[config.mk]
export PLATFORM = sky130hd
export DESIGN_NAME = flow_ctrl_fsm
export DESIGN_NICKNAME = d
export VERILOG_FILES = /design/src/rtl/flow_ctrl_fsm.sv
export SDC_FILE = /design/constraint.sdc
export NUM_CORES = 1
export LEC_CHECK = 0
export ABC_AREA = 1
export BUFFER_PORTS_ARGS = -buffer_cell sky130_fd_sc_hd__buf_2
export CELL_PAD_IN_SITES_DETAIL_PLACEMENT = 0
export CELL_PAD_IN_SITES_GLOBAL_PLACEMENT = 2
export CORE_ASPECT_RATIO = 0.9
export CORE_MARGIN = 2
export CORE_UTILIZATION = 31
export DETAILED_ROUTE_END_ITERATION = 16
export GPL_ROUTABILITY_DRIVEN = 0
export PLACE_DENSITY_LB_ADDON = 0.1
export SLEW_MARGIN = 5
export SYNTH_ARGS = -nofsm -noshare
export SYNTH_HDL_FRONTEND = slang
export SYNTH_SLANG_ARGS = --single-unit
[constraint.sdc]
create_clock -name clk -period 3.1 [get_ports clk]
set_input_delay 0.155 -clock clk [delete_from_list [all_inputs] [get_ports clk]]
set_output_delay 0.155 -clock clk [all_outputs]
set_load 0.01 [all_outputs]
[src/rtl/flow_ctrl_fsm.sv]
// -----------------------------------------------------------------------------
// flow_ctrl_fsm
//   Flow-control supervisor for NUM_FIFOS FIFO channels. A threshold pair
//   (umbral_L / umbral_H) is programmed while init is low. Once init goes high
//   the block idles until a channel holds data. While ACTIVE it raises a
//   per-channel hysteretic back-pressure request (pause) from that channel's
//   occupancy count.
//
//   Optional feature macro: FLOW_CTRL_THRESH_CHECK_EN
//     When defined, leaving INIT with umbral_L_out > umbral_H_out enters ERROR.
//     ERROR can only be left by init=0 or by reset. When the macro is undefined,
//     ERROR is never entered and error_out is tied low.
//
// Ports
//   clk           in   clock, rising edge
//   reset         in   asynchronous, active-high reset
//   init          in   1 = configuration done, 0 = (re)configure
//   umbral_L/H    in   thresholds to program [UMBRAL_W]
//   fifo_empty    in   per-channel empty flags [NUM_FIFOS]
//   fifo_count    in   per-channel occupancy, channel i at [i*UMBRAL_W +: UMBRAL_W]
//   state         out  current state register [3]
//   nxt_state     out  combinational next state [3]
//   umbral_L/H_out out latched thresholds [UMBRAL_W]
//   idle_out      out  state == IDLE
//   active_out    out  state == ACTIVE
//   error_out     out  state == ERROR
//   pause         out  registered per-channel back-pressure [NUM_FIFOS]
// -----------------------------------------------------------------------------

// Per-channel hysteresis flop. The request is set at or above hi and cleared at
// or below lo. Between the two it holds its value. If both compares hold, set
// wins. When upd is low the flop is cleared.
module flow_ctrl_lane #(
    parameter int UMBRAL_W = 8
) (
    input  logic                clk,
    input  logic                reset,
    input  logic                upd,
    input  logic [UMBRAL_W-1:0] cnt,
    input  logic [UMBRAL_W-1:0] lo,
    input  logic [UMBRAL_W-1:0] hi,
    output logic                pause
);
    always_ff @(posedge clk or posedge reset) begin
        if (reset)
            pause <= 1'b0;
        else if (!upd)
            pause <= 1'b0;
        else if (cnt >= hi)
            pause <= 1'b1;
        else if (cnt <= lo)
            pause <= 1'b0;
    end
endmodule

module flow_ctrl_fsm #(
    parameter int NUM_FIFOS = 8,
    parameter int UMBRAL_W  = 8
) (
    input  logic                          clk,
    input  logic                          reset,
    input  logic                          init,
    input  logic [UMBRAL_W-1:0]           umbral_L,
    input  logic [UMBRAL_W-1:0]           umbral_H,
    input  logic [NUM_FIFOS-1:0]          fifo_empty,
    input  logic [NUM_FIFOS*UMBRAL_W-1:0] fifo_count,
    output logic [2:0]                    state,
    output logic [2:0]                    nxt_state,
    output logic [UMBRAL_W-1:0]           umbral_L_out,
    output logic [UMBRAL_W-1:0]           umbral_H_out,
    output logic                          idle_out,
    output logic                          active_out,
    output logic [NUM_FIFOS-1:0]          pause,
    output logic                          error_out
);
    localparam logic [2:0] S_RESET  = 3'b000;
    localparam logic [2:0] S_INIT   = 3'b001;
    localparam logic [2:0] S_IDLE   = 3'b010;
    localparam logic [2:0] S_ERROR  = 3'b011;
    localparam logic [2:0] S_ACTIVE = 3'b100;

    logic all_empty;
    logic stay_active;
    logic load_thr;

    assign all_empty   = &fifo_empty;
    // pause is only evaluated while ACTIVE persists across the edge. It
    // is cleared on the edge that leaves ACTIVE and in every other state.
    assign stay_active = (state == S_ACTIVE) && (nxt_state == S_ACTIVE);
    assign load_thr    = (state == S_INIT) && !init;

    // State register
    always_ff @(posedge clk or posedge reset) begin
        if (reset)
            state <= S_RESET;
        else
            state <= nxt_state;
    end

    // Next-state logic
    always_comb begin
        nxt_state = S_RESET;
        case (state)
            S_RESET:  nxt_state = S_INIT;
            S_INIT: begin
                if (!init)
                    nxt_state = S_INIT;
`ifdef FLOW_CTRL_THRESH_CHECK_EN
                else if (umbral_L_out > umbral_H_out)
                    nxt_state = S_ERROR;
`endif
                else
                    nxt_state = S_IDLE;
            end
            S_IDLE:   nxt_state = !init ? S_INIT : (all_empty ? S_IDLE : S_ACTIVE);
            S_ACTIVE: nxt_state = !init ? S_INIT : (all_empty ? S_IDLE : S_ACTIVE);
            S_ERROR:  nxt_state = !init ? S_INIT : S_ERROR;
            default:  nxt_state = S_RESET;
        endcase
    end

    // Output decode, from the state register only
    always_comb begin
        idle_out   = (state == S_IDLE);
        active_out = (state == S_ACTIVE);
`ifdef FLOW_CTRL_THRESH_CHECK_EN
        error_out  = (state == S_ERROR);
`else
        error_out  = 1'b0;
`endif
    end

    // Threshold latches. They are reloaded every cycle while configuring and
    // are lost on reset.
    always_ff @(posedge clk or posedge reset) begin
        if (reset) begin
            umbral_L_out <= '0;
            umbral_H_out <= '0;
        end else if (load_thr) begin
            umbral_L_out <= umbral_L;
            umbral_H_out <= umbral_H;
        end
    end

    genvar gi;
    generate
        for (gi = 0; gi < NUM_FIFOS; gi++) begin : g_lane
            flow_ctrl_lane #(.UMBRAL_W(UMBRAL_W)) u_lane (
                .clk   (clk),
                .reset (reset),
                .upd   (stay_active),
                .cnt   (fifo_count[gi*UMBRAL_W +: UMBRAL_W]),
                .lo    (umbral_L_out),
                .hi    (umbral_H_out),
                .pause (pause[gi])
            );
        end
    endgenerate
endmodule

==> flow_metrics.env <==
export IMPL_holdBufCountCts=0
export IMPL_clk_latency_ps=280
export IMPL_die_x_um=125
export IMPL_power_density_nw_per_um2=540
export IMPL_ys_types=20
export IMPL_cts_tree="yes"
export IMPL_vias_per_cell=4.62
export IMPL_drtPass1Iterations=4
export IMPL_leakagePower_uw=0.00302
export IMPL_io_pins=124
export IMPL_antenna_found_initial=1
export IMPL_slew_headroom_pct=44.5
export IMPL_layout_common_cells="nand2_1, ha_1, buf_2, inv_1, nor2_1"
export IMPL_post_cts_buffers=0
export IMPL_path_clk_slew_ps=80
export IMPL_dp_hpwl_um=10100
export IMPL_clockPowerShare_pct=12.7
export IMPL_worst_slew_pin_slew_ps=832
export IMPL_grt_pass1_vias=4022
export IMPL_period_needed_ps=1740
export IMPL_grt_usage_pct=17.1
export IMPL_rows=39
export IMPL_worstHoldPathType="in2async"
export IMPL_path_max_fanout=9
export IMPL_timing_final_crit_share_pct=56.1
export IMPL_cp_required_ps=3260
export IMPL_initial_core_util_pct=32.0
export IMPL_overflow=0
export IMPL_p_comb_share_pct=68.3
export IMPL_final_setup_viol_count=0
export IMPL_synthArstFlopShare_pct=100
export IMPL_grt_pass1_wl_um=19200
export IMPL_clockRootBuffer="clkbuf_16"
export IMPL_path_class="reg2reg"
export IMPL_synth_seq_area_share_pct=16.4
export IMPL_drv_slew=0
export IMPL_wire_per_inst_um=14.2
export IMPL_crit_arrival_ps=1900
export IMPL_setup_tns_ps=0
export IMPL_cts_buffers_inserted=3
export IMPL_start_kind="flip-flop"
export IMPL_yosys_warnings=0
export IMPL_fin_hold_ws_ps=29.4
export IMPL_p_sw_uw=1360
export IMPL_drtIter0Drc=93
export IMPL_synth_cells=570
export IMPL_intPower_uw=1310
export IMPL_drive_gt1_share_pct=20.8
export IMPL_grt_max_degree=25
export IMPL_p_seq_share_pct=19.0
export IMPL_synth_fp_nets=789
export IMPL_fillers=1417
export IMPL_antenna_cells=0
export IMPL_sw_frac_of_total_pct=50.9
export IMPL_drt_total_wl_um=12000
export IMPL_final_setup_skew_ps=4.62
export IMPL_ir_worst_vdd_mv=0.293
export IMPL_synth_edff_count=0
export IMPL_die_h_um=113
export IMPL_synth_ff_type="dfrtp_1"
export IMPL_maxCapViolCount=0
export IMPL_area_growth_pct=20.3
export IMPL_worst_slack_ps=1360
export IMPL_cts_resized=0
export IMPL_cp_end_kind="flip-flop"
export IMPL_fmax_ghz=0.575
export IMPL_drtAntennaViolNets=0
export IMPL_syn_area_sq_um=4110
export IMPL_die_area_sq_um=14200
export IMPL_fin_nets=906
export IMPL_post_route_drc_count=0
export IMPL_syn_area_per_cell_sq_um=7.22
export IMPL_coreArea_sq_um=12800
export IMPL_ys_seq_elements=27
export IMPL_cts_num_sinks=27
export IMPL_layout_cells_most_common="nand2_1"
export IMPL_finalHoldViolations=0
export IMPL_vias=3928
export IMPL_rsz0062_at_grt="no"
export IMPL_portBuffers=122
export IMPL_ctsLongestPathBuffers=2
export IMPL_status="finished, final reports clean"
export IMPL_htreeDepth=1
export IMPL_post_place_ws_ps=1360
-- cells in the mapped netlist (2+ instances only) --
library cell	instances	area share [%]
o21ai_0	11	1.3
a21o_1	8	1.5
nor3_4	2	0.79
inv_1	82	7.5
a21oi_2	8	1.7
nand2_1	163	15
buf_2	2	0.24
a21oi_1	55	6.7
a21boi_0	8	1.5
mux2_2	2	0.55
nand4_1	2	0.30
nor2_1	57	5.2
dfrtp_1	27	16
nor2_2	2	0.30
buf_4	9	1.6
ha_1	128	39
-- layout make-up --
type	count	area, sq um	area share, %
Clock buffer	3	75.1	1.52
Tap cell	164	205	4.15
Sequential cell	27	676	13.7
Timing Repair Buffer	124	626	12.6
Inverter	82	308	6.22
Clock inverter	1	8.76	0.177
Multi-Input combinational cell	449	3050	61.6
-- path summary, 6_finish.rpt --
kind                                      start                endpoint  slack (ps)  cells after the start
worst max-delay path            umbral_L_out[3]  g_lane[0].u_lane.pause        1360                     10
worst min-delay path                      reset                state[2]          30                      2
worst max register to register  umbral_L_out[3]  g_lane[0].u_lane.pause        1360                     10
worst min register to register         state[0]                state[1]         680                      2
max in group asynchronous                 reset  g_lane[1].u_lane.pause        2390                      3
min in group clk                    umbral_H[0]         umbral_H_out[0]         100                      2
-- sequential cells by signal (all words and copies together), names as in the netlist --
name and count:
g_lane.u_lane.pause 8, state 3, umbral_H_out 8, umbral_L_out 8
-- power groups by stage --
stage	Clock, uW	Sequential [uW]	Combinational, uW
2_1_floorplan	0	530	1250
6_report	339	509	1820
5_1_grt	366	523	2160
3_5_place_dp	0	520	1860
3_3_place_gp	0	517	1820
4_1_cts	356	513	1870
-- stage by stage --
step,power (uW),instance area [sq um],instances,util [%]
after floorplan,1780,4110,570,-
after CTS,2740,4950,850,38.5
after global routing,3050,4950,850,38.5
final,2670,4950,850,38.5
after detailed placement,2380,4860,846,37.9
after global placement,2330,4860,846,37.9
-- worst max-delay path: stages, from the launching register on --
cell and delay (ps):
dfrtp_1 380, inv_1 320, ha_1 330, nand2_1 80, inv_1 40, nand2_1 60
nand2_1 70, nand2_1 60, nand2_1 50, a21oi_1 160, a21oi_2 70
-- per-layer routing --
metal / global-route usage (%) / wire [um] / vias up
li1: - / - / 2085
met1: 21.8 / 5690 / 1739
met2: 30.1 / 5560 / 88
met3: 3.92 / 601 / 14
met4: 2.81 / 167 / 2
met5: 0 / 13 / -
-- cells by family after synthesis --
group | after synthesis | synth area share [%]
AND/OR/NAND/NOR | 228 | 21.9
adder cells (fa/ha/maj) | 128 | 38.9
multiplexers | 2 | 0.548
AO/OA/AOI/OAI | 90 | 12.7
other | 1 | 0.0912
buffers and inverters | 94 | 9.46
flip-flops | 27 | 16.4
No activity file was read; power rests on OpenSTA's default activity.
